### src/rtl/pool1_pkg.sv
// ---------------------------------------------------------------------------
// pool1_pkg
// Shared constants and types for the pool-1 sequencer.
//   IN_W / OUT_W   : feature-map edge length before / after 2x2 pooling
//   IN_AW / OUT_AW : f2 / f3 buffer address widths
//   N_RD / N_WR    : reads and writes issued per pass
//   pool1_state_e  : sequencer FSM encoding
//   next_win_base  : top-left f2 address of the following 2x2 window
// ---------------------------------------------------------------------------
package pool1_pkg;

    localparam int unsigned IN_W   = 28;
    localparam int unsigned OUT_W  = 14;
    localparam int unsigned IN_AW  = 10;
    localparam int unsigned OUT_AW = 8;
    localparam int unsigned CNT_W  = 4;            // holds 0..OUT_W-1
    localparam int unsigned N_RD   = IN_W * IN_W;   // 784
    localparam int unsigned N_WR   = OUT_W * OUT_W; // 196

    typedef enum logic [1:0] {
        S_IDLE  = 2'd0,
        S_READ  = 2'd1,
        S_DRAIN = 2'd2,
        S_DONE  = 2'd3
    } pool1_state_e;

    // Windows step two columns right; at the end of an output row the next
    // window starts two input rows down, i.e. IN_W + 2 past the last one.
    function automatic logic [IN_AW-1:0] next_win_base(
        input logic [IN_AW-1:0] base,
        input logic             row_end
    );
        logic [IN_AW-1:0] nxt;
        if (row_end) begin
            nxt = base + IN_AW'(IN_W + 32'd2);
        end else begin
            nxt = base + IN_AW'(32'd2);
        end
        return nxt;
    endfunction

endpackage

### src/rtl/pool1_addr_gen.sv
// ---------------------------------------------------------------------------
// pool1_addr_gen
// Walks the 28x28 f2 map in 2x2 windows (row-major windows, q = dy:dx inside
// a window) and produces the shared f2 read address with adders only.
//   clk, rst_n : clock, synchronous active-low reset
//   adv        : a read is issued this cycle; step to the next address
//   raddr      : current read address (0 whenever no pass is reading)
//   win_first  : current address is the first read of its window (q == 0)
//   win_last   : current address is the last read of its window (q == 3)
//   last_rd    : current address is the final read of the pass
// ---------------------------------------------------------------------------
module pool1_addr_gen
    import pool1_pkg::*;
(
    input  logic             clk,
    input  logic             rst_n,
    input  logic             adv,
    output logic [IN_AW-1:0] raddr,
    output logic             win_first,
    output logic             win_last,
    output logic             last_rd
);

    localparam logic [CNT_W-1:0] LAST_IDX = CNT_W'(OUT_W - 32'd1);

    logic [1:0]       q_r,      q_nx_s;
    logic [CNT_W-1:0] ocol_r,   ocol_nx_s;
    logic [CNT_W-1:0] orow_r,   orow_nx_s;
    logic [IN_AW-1:0] base_r,   base_nx_s;
    logic [IN_AW-1:0] raddr_r,  raddr_nx_s;
    logic             col_end_s;
    logic             last_rd_s;

    assign col_end_s = (ocol_r == LAST_IDX);
    assign last_rd_s = (q_r == 2'd3) && col_end_s && (orow_r == LAST_IDX);

    assign raddr     = raddr_r;
    assign win_first = (q_r == 2'd0);
    assign win_last  = (q_r == 2'd3);
    assign last_rd   = last_rd_s;

    // Next-address arithmetic: +1 across a pair, +IN_W-1 down to the second
    // row of the window, and a jump to the next window base after q == 3.
    always_comb begin
        q_nx_s     = q_r;
        ocol_nx_s  = ocol_r;
        orow_nx_s  = orow_r;
        base_nx_s  = base_r;
        raddr_nx_s = raddr_r;
        if (adv) begin
            q_nx_s = q_r + 2'd1;
            case (q_r)
                2'd0, 2'd2: raddr_nx_s = raddr_r + IN_AW'(32'd1);
                2'd1:       raddr_nx_s = raddr_r + IN_AW'(IN_W - 32'd1);
                2'd3: begin
                    if (last_rd_s) begin
                        // Wrap to zero so the address idles at 0 between passes.
                        ocol_nx_s  = '0;
                        orow_nx_s  = '0;
                        base_nx_s  = '0;
                        raddr_nx_s = '0;
                    end else begin
                        base_nx_s  = next_win_base(base_r, col_end_s);
                        raddr_nx_s = next_win_base(base_r, col_end_s);
                        if (col_end_s) begin
                            ocol_nx_s = '0;
                            orow_nx_s = orow_r + CNT_W'(32'd1);
                        end else begin
                            ocol_nx_s = ocol_r + CNT_W'(32'd1);
                        end
                    end
                end
                default: raddr_nx_s = raddr_r;
            endcase
        end else begin
            q_nx_s = q_r;
        end
    end

    // Counter and address registers.
    always_ff @(posedge clk) begin
        if (!rst_n) begin
            q_r     <= 2'd0;
            ocol_r  <= '0;
            orow_r  <= '0;
            base_r  <= '0;
            raddr_r <= '0;
        end else begin
            q_r     <= q_nx_s;
            ocol_r  <= ocol_nx_s;
            orow_r  <= orow_nx_s;
            base_r  <= base_nx_s;
            raddr_r <= raddr_nx_s;
        end
    end

endmodule

### src/rtl/pool1_ctrl.sv
// ---------------------------------------------------------------------------
// pool1_ctrl
// Sequencer for the six-lane pool-1 datapath. One pass reads all 784 f2
// words in 2x2-window order, strobes pool1_clr on each window's first
// returned word and writes the 196 pooled results to f3.
//   clk, rst_n  : clock, synchronous active-low reset (aborts a pass)
//   pool1_start : start pulse, honoured only when idle
//   pool1_busy  : high from the first read cycle through the done cycle
//   pool1_done  : one-cycle pulse after the last f3 write
//   f2_ren      : shared f2 read enable; f2_raddr shared read address
//   pool1_clr   : window-start strobe, aligned with returned read data
//   f3_wen      : shared f3 write enable; f3_waddr shared write address
// Parameter RD_LAT (1..3): f2 buffer read latency in cycles.
// ---------------------------------------------------------------------------
module pool1_ctrl
    import pool1_pkg::*;
#(
    parameter int unsigned RD_LAT = 1
)
(
    input  logic              clk,
    input  logic              rst_n,
    input  logic              pool1_start,
    output logic              pool1_busy,
    output logic              pool1_done,
    output logic              f2_ren,
    output logic [IN_AW-1:0]  f2_raddr,
    output logic              pool1_clr,
    output logic              f3_wen,
    output logic [OUT_AW-1:0] f3_waddr
);

    localparam logic [OUT_AW-1:0] LAST_WADDR = OUT_AW'(N_WR - 32'd1);

    pool1_state_e      state_r, state_nx_s;
    logic              ren_r, busy_r, done_r;
    logic [RD_LAT-1:0] clr_sr_r;
    logic [RD_LAT:0]   wen_sr_r;
    logic [OUT_AW-1:0] wr_cnt_r, waddr_r;
    logic              win_first_s, win_last_s, last_rd_s;
    logic              first_s, last_s, wr_last_s;

    pool1_addr_gen u_addr_gen (
        .clk       (clk),
        .rst_n     (rst_n),
        .adv       (ren_r),
        .raddr     (f2_raddr),
        .win_first (win_first_s),
        .win_last  (win_last_s),
        .last_rd   (last_rd_s)
    );

    // Issue-side window flags, only meaningful while a read is going out.
    assign first_s   = ren_r & win_first_s;
    assign last_s    = ren_r & win_last_s;
    assign wr_last_s = wen_sr_r[RD_LAT] & (waddr_r == LAST_WADDR);

    assign pool1_busy = busy_r;
    assign pool1_done = done_r;
    assign f2_ren     = ren_r;
    assign pool1_clr  = clr_sr_r[RD_LAT-1];
    assign f3_wen     = wen_sr_r[RD_LAT];
    assign f3_waddr   = waddr_r;

    // Next-state logic; pool1_start is only looked at in IDLE.
    always_comb begin
        state_nx_s = state_r;
        case (state_r)
            S_IDLE: begin
                if (pool1_start) begin
                    state_nx_s = S_READ;
                end else begin
                    state_nx_s = S_IDLE;
                end
            end
            S_READ: begin
                if (last_rd_s) begin
                    state_nx_s = S_DRAIN;
                end else begin
                    state_nx_s = S_READ;
                end
            end
            S_DRAIN: begin
                if (wr_last_s) begin
                    state_nx_s = S_DONE;
                end else begin
                    state_nx_s = S_DRAIN;
                end
            end
            S_DONE:  state_nx_s = S_IDLE;
            default: state_nx_s = S_IDLE;
        endcase
    end

    // State register with status strobes registered from the next state.
    always_ff @(posedge clk) begin
        if (!rst_n) begin
            state_r <= S_IDLE;
            ren_r   <= 1'b0;
            busy_r  <= 1'b0;
            done_r  <= 1'b0;
        end else begin
            state_r <= state_nx_s;
            ren_r   <= (state_nx_s == S_READ);
            busy_r  <= (state_nx_s != S_IDLE);
            done_r  <= (state_nx_s == S_DONE);
        end
    end

    // Delay lines: clr lands RD_LAT cycles after a window's first read, wen
    // one cycle after the window's last word has been folded into d_out.
    always_ff @(posedge clk) begin
        if (!rst_n) begin
            clr_sr_r <= '0;
            wen_sr_r <= '0;
        end else begin
            clr_sr_r[0] <= first_s;
            for (int i = 1; i < int'(RD_LAT); i++) begin
                clr_sr_r[i] <= clr_sr_r[i-1];
            end
            wen_sr_r[0] <= last_s;
            for (int i = 1; i <= int'(RD_LAT); i++) begin
                wen_sr_r[i] <= wen_sr_r[i-1];
            end
        end
    end

    // Write address: loaded from the 0..195 counter in the same edge that
    // raises f3_wen, and forced to 0 otherwise.
    always_ff @(posedge clk) begin
        if (!rst_n) begin
            wr_cnt_r <= '0;
            waddr_r  <= '0;
        end else if (wen_sr_r[RD_LAT-1]) begin
            waddr_r <= wr_cnt_r;
            if (wr_cnt_r == LAST_WADDR) begin
                wr_cnt_r <= '0;
            end else begin
                wr_cnt_r <= wr_cnt_r + OUT_AW'(32'd1);
            end
        end else begin
            waddr_r <= '0;
        end
    end

endmodule

### config.mk
export PLATFORM = sky130hd
export DESIGN_NAME = pool1_ctrl
export DESIGN_NICKNAME = d
export VERILOG_FILES = /design/src/rtl/pool1_pkg.sv /design/src/rtl/pool1_addr_gen.sv /design/src/rtl/pool1_ctrl.sv
export SDC_FILE = /design/constraint.sdc
export NUM_CORES = 1
export LEC_CHECK = 0
export CAP_MARGIN = 10
export CELL_PAD_IN_SITES_DETAIL_PLACEMENT = 1
export CELL_PAD_IN_SITES_GLOBAL_PLACEMENT = 1
export CORE_MARGIN = 2
export CORE_UTILIZATION = 42
export CTS_BUF_LIST = sky130_fd_sc_hd__clkbuf_4 sky130_fd_sc_hd__clkbuf_8 sky130_fd_sc_hd__clkbuf_16
export DETAILED_ROUTE_END_ITERATION = 8
export PLACE_DENSITY_LB_ADDON = 0.1
export SLEW_MARGIN = 10
export SYNTH_ARGS = -nofsm -noshare
export SYNTH_HDL_FRONTEND = slang
export SYNTH_SLANG_ARGS = --single-unit
### constraint.sdc
create_clock -name clk -period 3.2 [get_ports clk]
set_input_delay 0.64 -clock clk [delete_from_list [all_inputs] [get_ports clk]]
set_output_delay 0.64 -clock clk [all_outputs]
set_load 0.03 [all_outputs]
==> results.md, run 1 <==
* Status: finished clean
* Worst Path Max Fanout at 15
* Via count at slightly above 2k
* # IOs at 26
* Primary FF master, synth: dfxtp_1
* Post-cts hold buffer count at 0
* Reg-to-reg critical path endpoint: u_addr_gen.raddr[3]
* Row count at 27
* Final setup fails at 0
* Setup crit start: u_addr_gen.q_r[0]
* Final ANT Viol Nets at 0
* CP Buf/Inv Count at 0
* Worst R2R Setup Slack at 1.01 ns
* Clock Tree Buf Depth at 2
* Die area at between 6000 and 7000 µm²
* Average size of a mapped cell at 8.939 µm²
* Core area at about 5600 µm²
* GRT overflow at 0
* Mapped Area at roughly 2500 µm²
* Final Max Slew Viols at 0
* # resized after CTS at 0
* Synth area leader: dfxtp_1
* Initial antenna violation count at 0
* Seq/Total Area, Yosys at between 40% and 50%
* MaxCap Viol Count at 0
* Starting density of the core at about 44%
* Starting DRT DRC Count at between 100 and 150
* Clock transition at the registers of the reported paths at 0.10 ns
* Largest net degree at the start of global routing at 19
* Most frequent cells after synthesis: 54 x dfxtp_1, 31 x nor2_1, 25 x nand2_1
* Total clock sinks at 54
* GR Util All Layers at between 10% and 20%
* Vias per cell at around 5.5
* Final wirelength at roughly 5.8 mm
* Most common cell in the netlist: dfxtp_1
* VDD IR max at between 0.15 and 0.2 mV
* Die Y at ~81 µm
* GP Congestion at around 0.8
* Post-Syn Instances at 277
* Worst path required time at roughly 3.5 ns
* CP peak stage delay at ~0.48 ns
* Vias in the first global route at about 2k
* Port bufs at 25
* Critical path endpoint category: flop
* Number of synthesized flops with an enable pin at 0
* WS Path Type: flop to flop
* Share of the synthesized area in the top cell type at between 40% and 50%
* CP startpoint kind: flop
* Initial DRT Pass Iterations at 4
* Die X-Extent at 80.78 µm
* Synth async-reset ratio at 0%
* TritonCTS clock tree: built
* Top post-synthesis cells by area: dfxtp_1 44%, ha_1 6.1%, nor2_1 4.7%
* FF-to-FF path depth at 5
* Post-CTS setup buffers at 0
* Final Cycle Share at 68.35%
* Worst-Skew Late Latency at ~0.31 ns
* Slowest-stage cell, CP: nor2_1
* Num CTS Buffers at 5
* Remaining DRCs at 0
* Fin Setup TNS at 0 ns
* Final Hold Fails at 0
* Power per standard cell area at 414.5 nW/µm²
* Clock Tree Root: clkbuf_8
* Peak Freq at 457.2 MHz
* WL per Instance at 15.40 µm
* Unrepaired setup endpoints after global routing: false
* Delay-heaviest family, CP: simple AND/OR/NAND/NOR gates
* Reg-to-reg startpoint: u_addr_gen.q_r[0]
* Static Leak at approximately 0.0011 µW
* Area delta synth->final at 16.78%
* Flops & latches, synth at 54
* HP Class: flop to flop
* Critical Path AT at 2.44 ns
* Tmin final at 2.187 ns
* H-tree levels at 2
* Crit path cell chain: ha_1, nand2_1, nor2_1, nand3_1, o21ai_0
* Filler instances at slightly below 700
* Total Nets Final at between 300 and 400
* Synth warnings at 0
* Levels on crit path at 5
* Slew at the pin closest to its max-slew limit at ~0.57 ns
* Net Count, Synth at 293
* Final total power at roughly 1200 µW
* DP Wirelength at 4.353 mm
* Share of cells above drive strength 1 at about 7.0%
* Global-route wire length before repair at a little under 10 mm
* N_diodes at 0
* Synth cell types at 44
* Critical path endpoint: u_addr_gen.raddr[3]
* Rel. slew slack at 60.99%
* Final clock skew at between 0.003 and 0.004 ns
layout by cell type, fill, tap and decap left out, types with 7 or more instances in the layout:
cell and count:
dfxtp_1 54, nor2_1 31, nand2_1 25, clkdlybuf4s50_1 25, a21oi_1 17, and3_1 14
o21ai_0 13, xor2_1 13, ha_1 12, nand3_1 10, xnor2_1 8, nand4_1 8
nor3_1 8, inv_1 7
cell type report:
class                   instances  area, µm²  area share [%]
clock buffers                   5      68.82           2.380
multi-input cells             204       1320           45.65
flip-flops and latches         54       1081           37.39
inverters                       7      26.28          0.9087
repair buffers                 29      280.3           9.693
well taps                      72      90.09           3.116
clock inverters                 3      25.02          0.8654
worst min-delay path, cell delays in order, from the launching register on:
cell and delay [ns]:
dfxtp_1 0.33, nand2_1 0.06, nor4_1 0.05
stage by stage:
stage / util [%] / setup slack, ns / cell area, µm² / cells / hold WS (ns)
after floorplan: - / 1.277 / 2476 / 277 / 0.4446
after global placement: 49.89 / 1.007 / 2798 / 366 / 0.4532
after detailed placement: 49.89 / 1.001 / 2798 / 366 / 0.4579
after CTS: 51.56 / 0.9936 / 2892 / 374 / 0.4730
after global routing: 51.56 / 0.7497 / 2892 / 374 / 0.5017
final: 51.56 / 1.013 / 2892 / 374 / 0.4671
per-layer routing:
metal	wire [µm]	part of all wire, %	track usage [%]
met5	0	0	0
met2	2544	44	30.00
met4	65	1.1	5.593
met3	172	3.0	4.222
met1	2977	52	26.88
cell families (layout without fill, tap and decap cells):
kind of cell	after synthesis	after routing	synth area share, %
and+or+nand+nor	116	116	24.41
DFF	54	54	43.66
AOI/OAI and AO/OA	51	51	13.39
xor gates and xnor gates	21	21	7.428
buffers and inverters	19	44	3.032
adders and majority gates	13	13	6.872
muxes	3	3	1.213
report_power, final:
| group | switching [µW] | total [µW] | internal (µW) | leakage [µW] |
|---|---|---|---|---|
| Clock | 240 | 398 | 158 | 0.0000447 |
| Combinational | 63.1 | 106 | 42.5 | 0.000618 |
| Sequential | 12.0 | 695 | 683 | 0.000437 |
| Total | 315 | 1200 | 884 | 0.00110 |
flip-flops by register name (all words and copies together), names as in the netlist:
register and cells:
f2_ren 1, f3_waddr 8, pool1_busy 1, pool1_clr 1, pool1_done 1, state_r 2, u_addr_gen.base_r 10, u_addr_gen.ocol_r 4
u_addr_gen.orow_r 4, u_addr_gen.q_r 2, u_addr_gen.raddr 10, wen_sr_r 2, wr_cnt_r 8
worst min path at each step:
stage	from	endpoint	slack, ns	depth (start not counted)
after floorplan	u_addr_gen.base_r[9]	u_addr_gen.base_r[9]	0.44	2
after global placement	f3_waddr[0]	pool1_done	0.45	2
after detailed placement	f3_waddr[0]	pool1_done	0.46	2
after CTS	f3_waddr[0]	pool1_done	0.47	2
after global routing	f3_waddr[0]	pool1_done	0.50	2
final	f3_waddr[0]	pool1_done	0.47	2
No activity file was read; power rests on OpenSTA's default activity.
==> run 2: changes to the inputs <==
CORE_UTILIZATION = 38   (was 42)
clock period = 2 ns   (was 3.2 ns; I/O delays follow)
==> run 2 against run 1 <==
Sequential power up 60%. Final cell count grew 7.8%. Via count rose by 4.7%. Non-clock buffer count is 24 higher. Routed wire length increased by 7.2%. Sequential cell count unchanged. Largest cell class unchanged.
==> results.md, run 2 (synthesis results as in run 1) <==
* Status: finished clean
* Final Cycle Share at roughly 96%
* Remaining DRCs at 0 (unchanged)
* Final ANT Viol Nets at 0 (unchanged)
* Final Hold Fails at 0 (unchanged)
* Clock Tree Buf Depth at 2 (unchanged)
* Die X-Extent at 84.72 µm (+4.9%)
* Worst Path Max Fanout at 4 (-11)
* DP Wirelength at 4.673 mm (+7.3%)
* Peak Freq at roughly 520 MHz
* CP startpoint kind: flop
* Total clock sinks at 54 (unchanged)
* Filler instances at 733 (+7.3%)
* Crit path cell chain: buf_4, clkdlybuf4s50_1
* CP peak stage delay at 0.66 ns (+0.18 ns)
* Final clock skew at 0.009943 ns (+0.006490 ns)
* Critical path endpoint category: output port
* Hold path start: f3_waddr[0]
* Int Pwr at 1595 µW (+80%)
* Post-route setup slack at 0.07623 ns (-0.9365 ns)
* Worst-Skew Late Latency at 0.31 ns (about the same)
* VDD IR max at 0.3048 mV (+53%)
* Clk network pwr share at 37.5% (+4.3 points)
* GR Util All Layers at 18.14% (-1.1 points)
* Setup slack at placement at -0.02243 ns (-1.023 ns)
* Port bufs at 25 (unchanged)
* GP Congestion at 0.7437 (-5.6%)
* Setup crit start: u_addr_gen.raddr[0]
* Rel. slew slack at 69.87% (+8.9 points)
* Slowest-stage cell, CP: clkdlybuf4s50_1
* Clock Tree Root: clkbuf_8
* Switch Pwr at 497.7 µW (+58%)
* MaxCap Viol Count at 0 (unchanged)
* Sw Ratio at 23.79% (-2.5 points)
* Share of cells above drive strength 1 at 15.95% (+9.0 points)
* Global-route wire length before repair at 10.33 mm (+7.0%)
* Final instance area at 3148 µm² (+8.9%)
* TritonCTS clock tree: built
* Final setup fails at 0 (unchanged)
* Area delta synth->final at 27.13%
* HP Class: flop to flop
* N_diodes at 0 (unchanged)
* Final total power at 2092 µW (+75%)
* Final Util at 49.86% (-1.7 points)
* Logic pwr share at 9.4% (+0.6 points)
* Largest net degree at the start of global routing at 18 (-1)
* Power per standard cell area at 664.7 nW/µm² (+60%)
* GRT overflow at 0 (unchanged)
* Most frequent cells in the layout: 54 x dfxtp_1, 31 x nor2_1, 28 x buf_4
* Final Max Slew Viols at 0 (unchanged)
* WL per Instance at 15.33 µm (-0.48%)
* # IOs at 26 (unchanged)
* Critical Path AT at 1.52 ns (-0.92 ns)
* FF-to-FF path depth at 9 (+4)
* Starting density of the core at 39.22% (-4.9 points)
* Die area at 7177 µm² (+10%)
* # placed instances at 394 (+7.7%)
* WS Path Type: flop to output port
* Starting DRT DRC Count at 74 (-30%)
* Static Leak at 0.001228 µW (+12%)
* Reg-to-reg startpoint: u_addr_gen.ocol_r[0]
* H-tree levels at 2 (unchanged)
* Worst path required time at 1.60 ns (-1.85 ns)
* Leading cell type in the layout, fill and taps excluded: dfxtp_1
* Clock transition at the registers of the reported paths at 0.10 ns (about the same)
* Hold depth at 2 (unchanged)
* Non-filler instance count after layout at 403 (+7.8%)
* Tmin final at 1.924 ns
* Reg power frac at 53.0% (-4.9 points)
* DP Area at 2977 µm² (+6.4%)
* Initial DRT Pass Iterations at 4 (unchanged)
* Final wirelength at 6.176 mm (+7.2%)
* Vias per cell at 5.320 (-2.8%)
* Die Y at 84.72 µm (+4.9%)
* Total Nets Final at 341 (+7.6%)
* Slew at the pin closest to its max-slew limit at 0.4504 ns (-0.1201 ns)
* Core area at 6314 µm² (+13%)
* Initial antenna violation count at 0 (unchanged)
* Via count at 2144 (+4.7%)
* Row count at 29 (+7.4%)
* Vias in the first global route at 2081 (+4.8%)
* Num CTS Buffers at 5 (unchanged)
run 2: power by group through the flow:
stage | clock network (µW) | registers (µW) | logic (µW)
CTS | 813 | 1110 | 198
global route | 848 | 1110 | 219
global placement | 0 | 1130 | 188
floorplan | 0 | 1160 | 85.6
finish | 785 | 1110 | 198
detailed placement | 0 | 1130 | 189
run 2: what timing repair did:
item                                    CTS  global route
gates resized for setup                   4             8
gates cloned                              0             0
buffers inserted                          0             1
endpoints found under the setup margin    3             8
pin swaps                                 0             2
hold buffers                              0             0
run 2: stage by stage:
step / hold slack [ns] / TNS [ns]
after global routing: 0.4831 / -0.0005531
after floorplan: 0.4446 / 0
final: 0.4642 / 0
after detailed placement: 0.4591 / -0.02243
after CTS: 0.4728 / 0
after global placement: 0.4532 / 0
run 2: metal layers:
layer | track usage [%] | wire (µm) | vias up
met1 | 24.26 | 2906 | 1028
met5 | 0 | 0 | -
li1 | - | - | 1073
met4 | 5.195 | 77 | 0
met3 | 3.736 | 196 | 7
met2 | 29.71 | 2995 | 36
run 2: worst paths after layout:
check,end,slack (ns)
hold / removal,pool1_done,0.46
setup / recovery,f2_raddr[0],0.08
hold reg to reg,pool1_done,0.46
setup reg to reg,u_addr_gen.raddr[9],0.11
run 2: final cells by class:
type / instances / area, µm² / area share, %
clock buffer: 6 / 82.58 / 2.623
clock inverter: 2 / 38.79 / 1.232
inverter: 7 / 26.28 / 0.8347
multi-input combinational: 204 / 1363 / 43.28
sequential: 54 / 1081 / 34.34
tap: 77 / 96.34 / 3.060
timing repair buffer: 53 / 460.4 / 14.63
run 2: critical path, delay by kind of cell, from the launching register on:
| kind | cells | cell delay (ns) |
|---|---|---|
| buffers and inverters | 2 | 0.82 |
| DFF | 1 | 0.40 |
==> run 3: changes to the inputs <==
CORE_UTILIZATION = 39   (was 38)
SYNTH_HIERARCHICAL = 1   (was default)
==> run 3 against run 2 <==
Setup slack got worse by 0.0040 ns. Area after synthesis is 4.3% higher. Combinational power barely moved. Core utilization grew 0.20 points. Clock power decreased by 6.4%. Worst hold slack improved by 0.011 ns. Largest power group unchanged. Sequential power is essentially flat. Critical path depth increased by 6. Via count grew 1.6%.
==> results.md, run 3 <==
* Status: finished clean
* FF-to-FF path depth at 8 (-1)
* Most frequent cells in the layout: 52 x dfxtp_1, 27 x nor2_1, 26 x nand2_1
* HP Class: flop to flop
* GRT overflow at 0 (unchanged)
* WHS at 0.4754 ns (+0.01112 ns)
* Reg power frac at 54.3% (+1.3 points)
* Average size of a mapped cell at 9.061 µm² (+1.4%)
* Final Cycle Share at 96.39% (+0.20 points)
* Die area at 7289 µm² (+1.6%)
* Share of the synthesized area in the top cell type at 41.86% (-1.8 points)
* Vias per cell at 5.380 (+1.1%)
* WL per Instance at 15.09 µm (-1.5%)
* Routing usage on met2 at 29.76% (+0.052 points)
* Net Count, Synth at 299 (+2.0%)
* Clock Tree Buf Depth at 2 (unchanged)
* Most frequent cells after synthesis: 54 x dfxtp_1, 27 x nor2_1, 26 x nand2_1
* Area of the multi-input gates at 1465 µm² (+7.5%)
* Starting density of the core at 40.44% (+1.2 points)
* Peak Freq at 518.7 MHz (-0.21%)
* Final Max Slew Viols at 0 (unchanged)
* Reg-to-reg startpoint: u_addr_gen/q_r[1]
* Setup crit start: u_addr_gen/q_r[1]
* Core area at 6386 µm² (+1.1%)
* Static Leak at 0.001274 µW (+3.8%)
* Post-cts hold buffer count at 0 (unchanged)
* H-tree levels at 2 (unchanged)
* Mapped Area at 2582 µm² (+4.3%)
* Critical path endpoint: u_addr_gen/raddr[8]
* Most common cell in the netlist: dfxtp_1
* Final clock skew at 0.004116 ns (-0.005826 ns)
* Clock transition at the registers of the reported paths at 0.10 ns (about the same)
* Global-route wire length before repair at 10.67 mm (+3.3%)
* N_diodes at 0 (unchanged)
* Critical path endpoint category: flop
* Worst Path Max Fanout at 4 (unchanged)
* Vias in the first global route at 2201 (+5.8%)
* Number of synthesized flops with an enable pin at 0 (unchanged)
* Switch Pwr at 489.3 µW (-1.7%)
* Port bufs at 25 (unchanged)
* Unrepaired setup endpoints after global routing: true
* Reg-to-reg critical path endpoint: u_addr_gen/raddr[8]
* Synth async-reset ratio at 0% (unchanged)
* # IOs at 26 (unchanged)
* Filler instances at 767 (+4.6%)
* Leading cell type in the layout, fill and taps excluded: dfxtp_1
* Primary FF master, synth: dfxtp_1
* Area delta synth->final at 23.79%
* Share of cells above drive strength 1 at 15.85% (-0.097 points)
* Most Crowded Layer GR: met2
* Non-filler instance count after layout at 405 (+0.50%)
* Tmin final at 1.928 ns (+0.003977 ns)
* Post-Syn Instances at 285 (+2.9%)
* TritonCTS clock tree: built
* Die X-Extent at 85.38 µm (+0.77%)
* Slew at the pin closest to its max-slew limit at 0.4859 ns (+0.03549 ns)
* Initial antenna violation count at 0 (unchanged)
* Final wirelength at 6.112 mm (-1.0%)
* VDD IR max at 0.4841 mV (+59%)
* Register area at 1084 µm² (+0.23%)
* Final ANT Viol Nets at 0 (unchanged)
* Via count at 2179 (+1.6%)
* Total clock sinks at 54 (unchanged)
* WS Path Type: flop to flop
* Power per standard cell area at 637.9 nW/µm² (-4.0%)
* Fin Setup TNS at 0 ns (unchanged)
* Starting DRT DRC Count at 88 (+19%)
* Met1 Use GR at 24.30% (+0.040 points)
* Seq/Total Area, Yosys at 41.86% (-1.8 points)
* GP Congestion at 0.7440 (about the same)
* CP startpoint kind: flop
* Worst path required time at 2.20 ns (+0.60 ns)
* Flops & latches, synth at 54 (unchanged)
* Rel. slew slack at 67.50% (-2.4 points)
* Critical Path AT at 2.13 ns (+0.61 ns)
* Total Nets Final at 341 (unchanged)
* GR Util met3 at 3.502% (-0.23 points)
* MaxCap Viol Count at 0 (unchanged)
* Sw Ratio at 23.99% (+0.21 points)
* Clk network pwr share at 36.0% (-1.5 points)
* Clock Tree Root: clkbuf_8
* Synth cell types at 53 (+20%)
* Worst-Skew Late Latency at 0.31 ns (about the same)
* DP Wirelength at 4.528 mm (-3.1%)
* Final setup fails at 0 (unchanged)
* Synth area leader: dfxtp_1
* Remaining DRCs at 0 (unchanged)
* Int Pwr at 1550 µW (-2.8%)
* Initial DRT Pass Iterations at 4 (unchanged)
* Die Y at 85.38 µm (+0.77%)
* # placed instances at 397 (+0.76%)
* Worst R2R Setup Slack at 0.07 ns (-0.04 ns)
* Logic pwr share at 9.7% (+0.3 points)
* Synth warnings at 6 (+6)
* Final Hold Fails at 0 (unchanged)
* Row count at 29 (unchanged)
* GR Util All Layers at 18.38% (+0.24 points)
* Num CTS Buffers at 5 (unchanged)
* Top post-synthesis cells by area: dfxtp_1 42%, ha_1 4.8%, nor2_1 3.9%
* Largest net degree at the start of global routing at 31 (+13)
==> run 3: worst min path at each step <==
stage	from	end	slack (ns)	depth (start not counted)
3_5_place_dp	u_addr_gen/base_r[0]	u_addr_gen/raddr[0]	0.46	2
6_report	u_addr_gen/base_r[0]	u_addr_gen/raddr[0]	0.48	2
2_1_floorplan	u_addr_gen/base_r[0]	u_addr_gen/raddr[0]	0.43	2
3_3_place_gp	u_addr_gen/base_r[0]	u_addr_gen/raddr[0]	0.44	2
5_1_grt	u_addr_gen/base_r[0]	u_addr_gen/raddr[0]	0.51	2
4_1_cts	u_addr_gen/base_r[0]	u_addr_gen/raddr[0]	0.48	2
==> run 3: cells by family after synthesis <==
family                     synth area share, %
xor gates and xnor gates                 6.783
and+or+nand+nor                          26.65
adders and majority gates                5.620
AOI/OAI and AO/OA                        14.78
muxes                                    1.599
DFF                                      41.86
buffers and inverters                    2.713
==> run 3: power groups by stage <==
stage | Sequential [µW] | Clock [µW] | Combinational (µW)
floorplan | 1160 | 0 | 86.3
finish | 1110 | 735 | 198
detailed placement | 1130 | 0 | 196
CTS | 1110 | 764 | 199
global placement | 1130 | 0 | 191
global route | 1110 | 801 | 222
==> run 3: cell type report <==
| type | count | area share, % |
|---|---|---|
| Clock buffer | 5 | 2.153 |
| Clock inverter | 3 | 1.252 |
| Inverter | 6 | 0.7045 |
| Multi-Input combinational cell | 214 | 45.83 |
| Sequential cell | 54 | 33.89 |
| Tap cell | 77 | 3.014 |
| Timing Repair Buffer | 46 | 13.15 |
==> run 3: repair_timing <==
item / in CTS / in global routing
gates resized for setup: 3 / 10
setup buffers: 0 / 0
pin swaps: 1 / 2
setup endpoints to repair: 1 / 9
==> run 3: worst max-delay path: stages, from the launching register on <==
cell	delay, ns
dfxtp_2	0.33
inv_1	0.05
ha_2	0.20
fa_2	0.35
a31o_2	0.26
a21oi_2	0.15
and3b_1	0.22
xnor2_2	0.17
o22ai_2	0.09
==> run 3: metrics by stage <==
| stage | area (µm²) | setup slack [ns] | util [%] | power (µW) |
|---|---|---|---|---|
| after global placement | 3052 | 0.01713 | 47.79 | 1323 |
| final | 3197 | 0.07226 | 50.06 | 2039 |
| after CTS | 3169 | 0.02110 | 49.63 | 2070 |
| after detailed placement | 3052 | -0.06680 | 47.79 | 1328 |
| after floorplan | 2582 | 0.04777 | - | 1242 |
| after global routing | 3197 | -0.03742 | 50.06 | 2133 |
==> run 3: routing by layer <==
layer / part of all wire (%) / vias up
met5: 0 / -
met4: 1.4 / 0
li1: - / 1096
met1: 50 / 1058
met2: 46 / 19
met3: 2.6 / 6
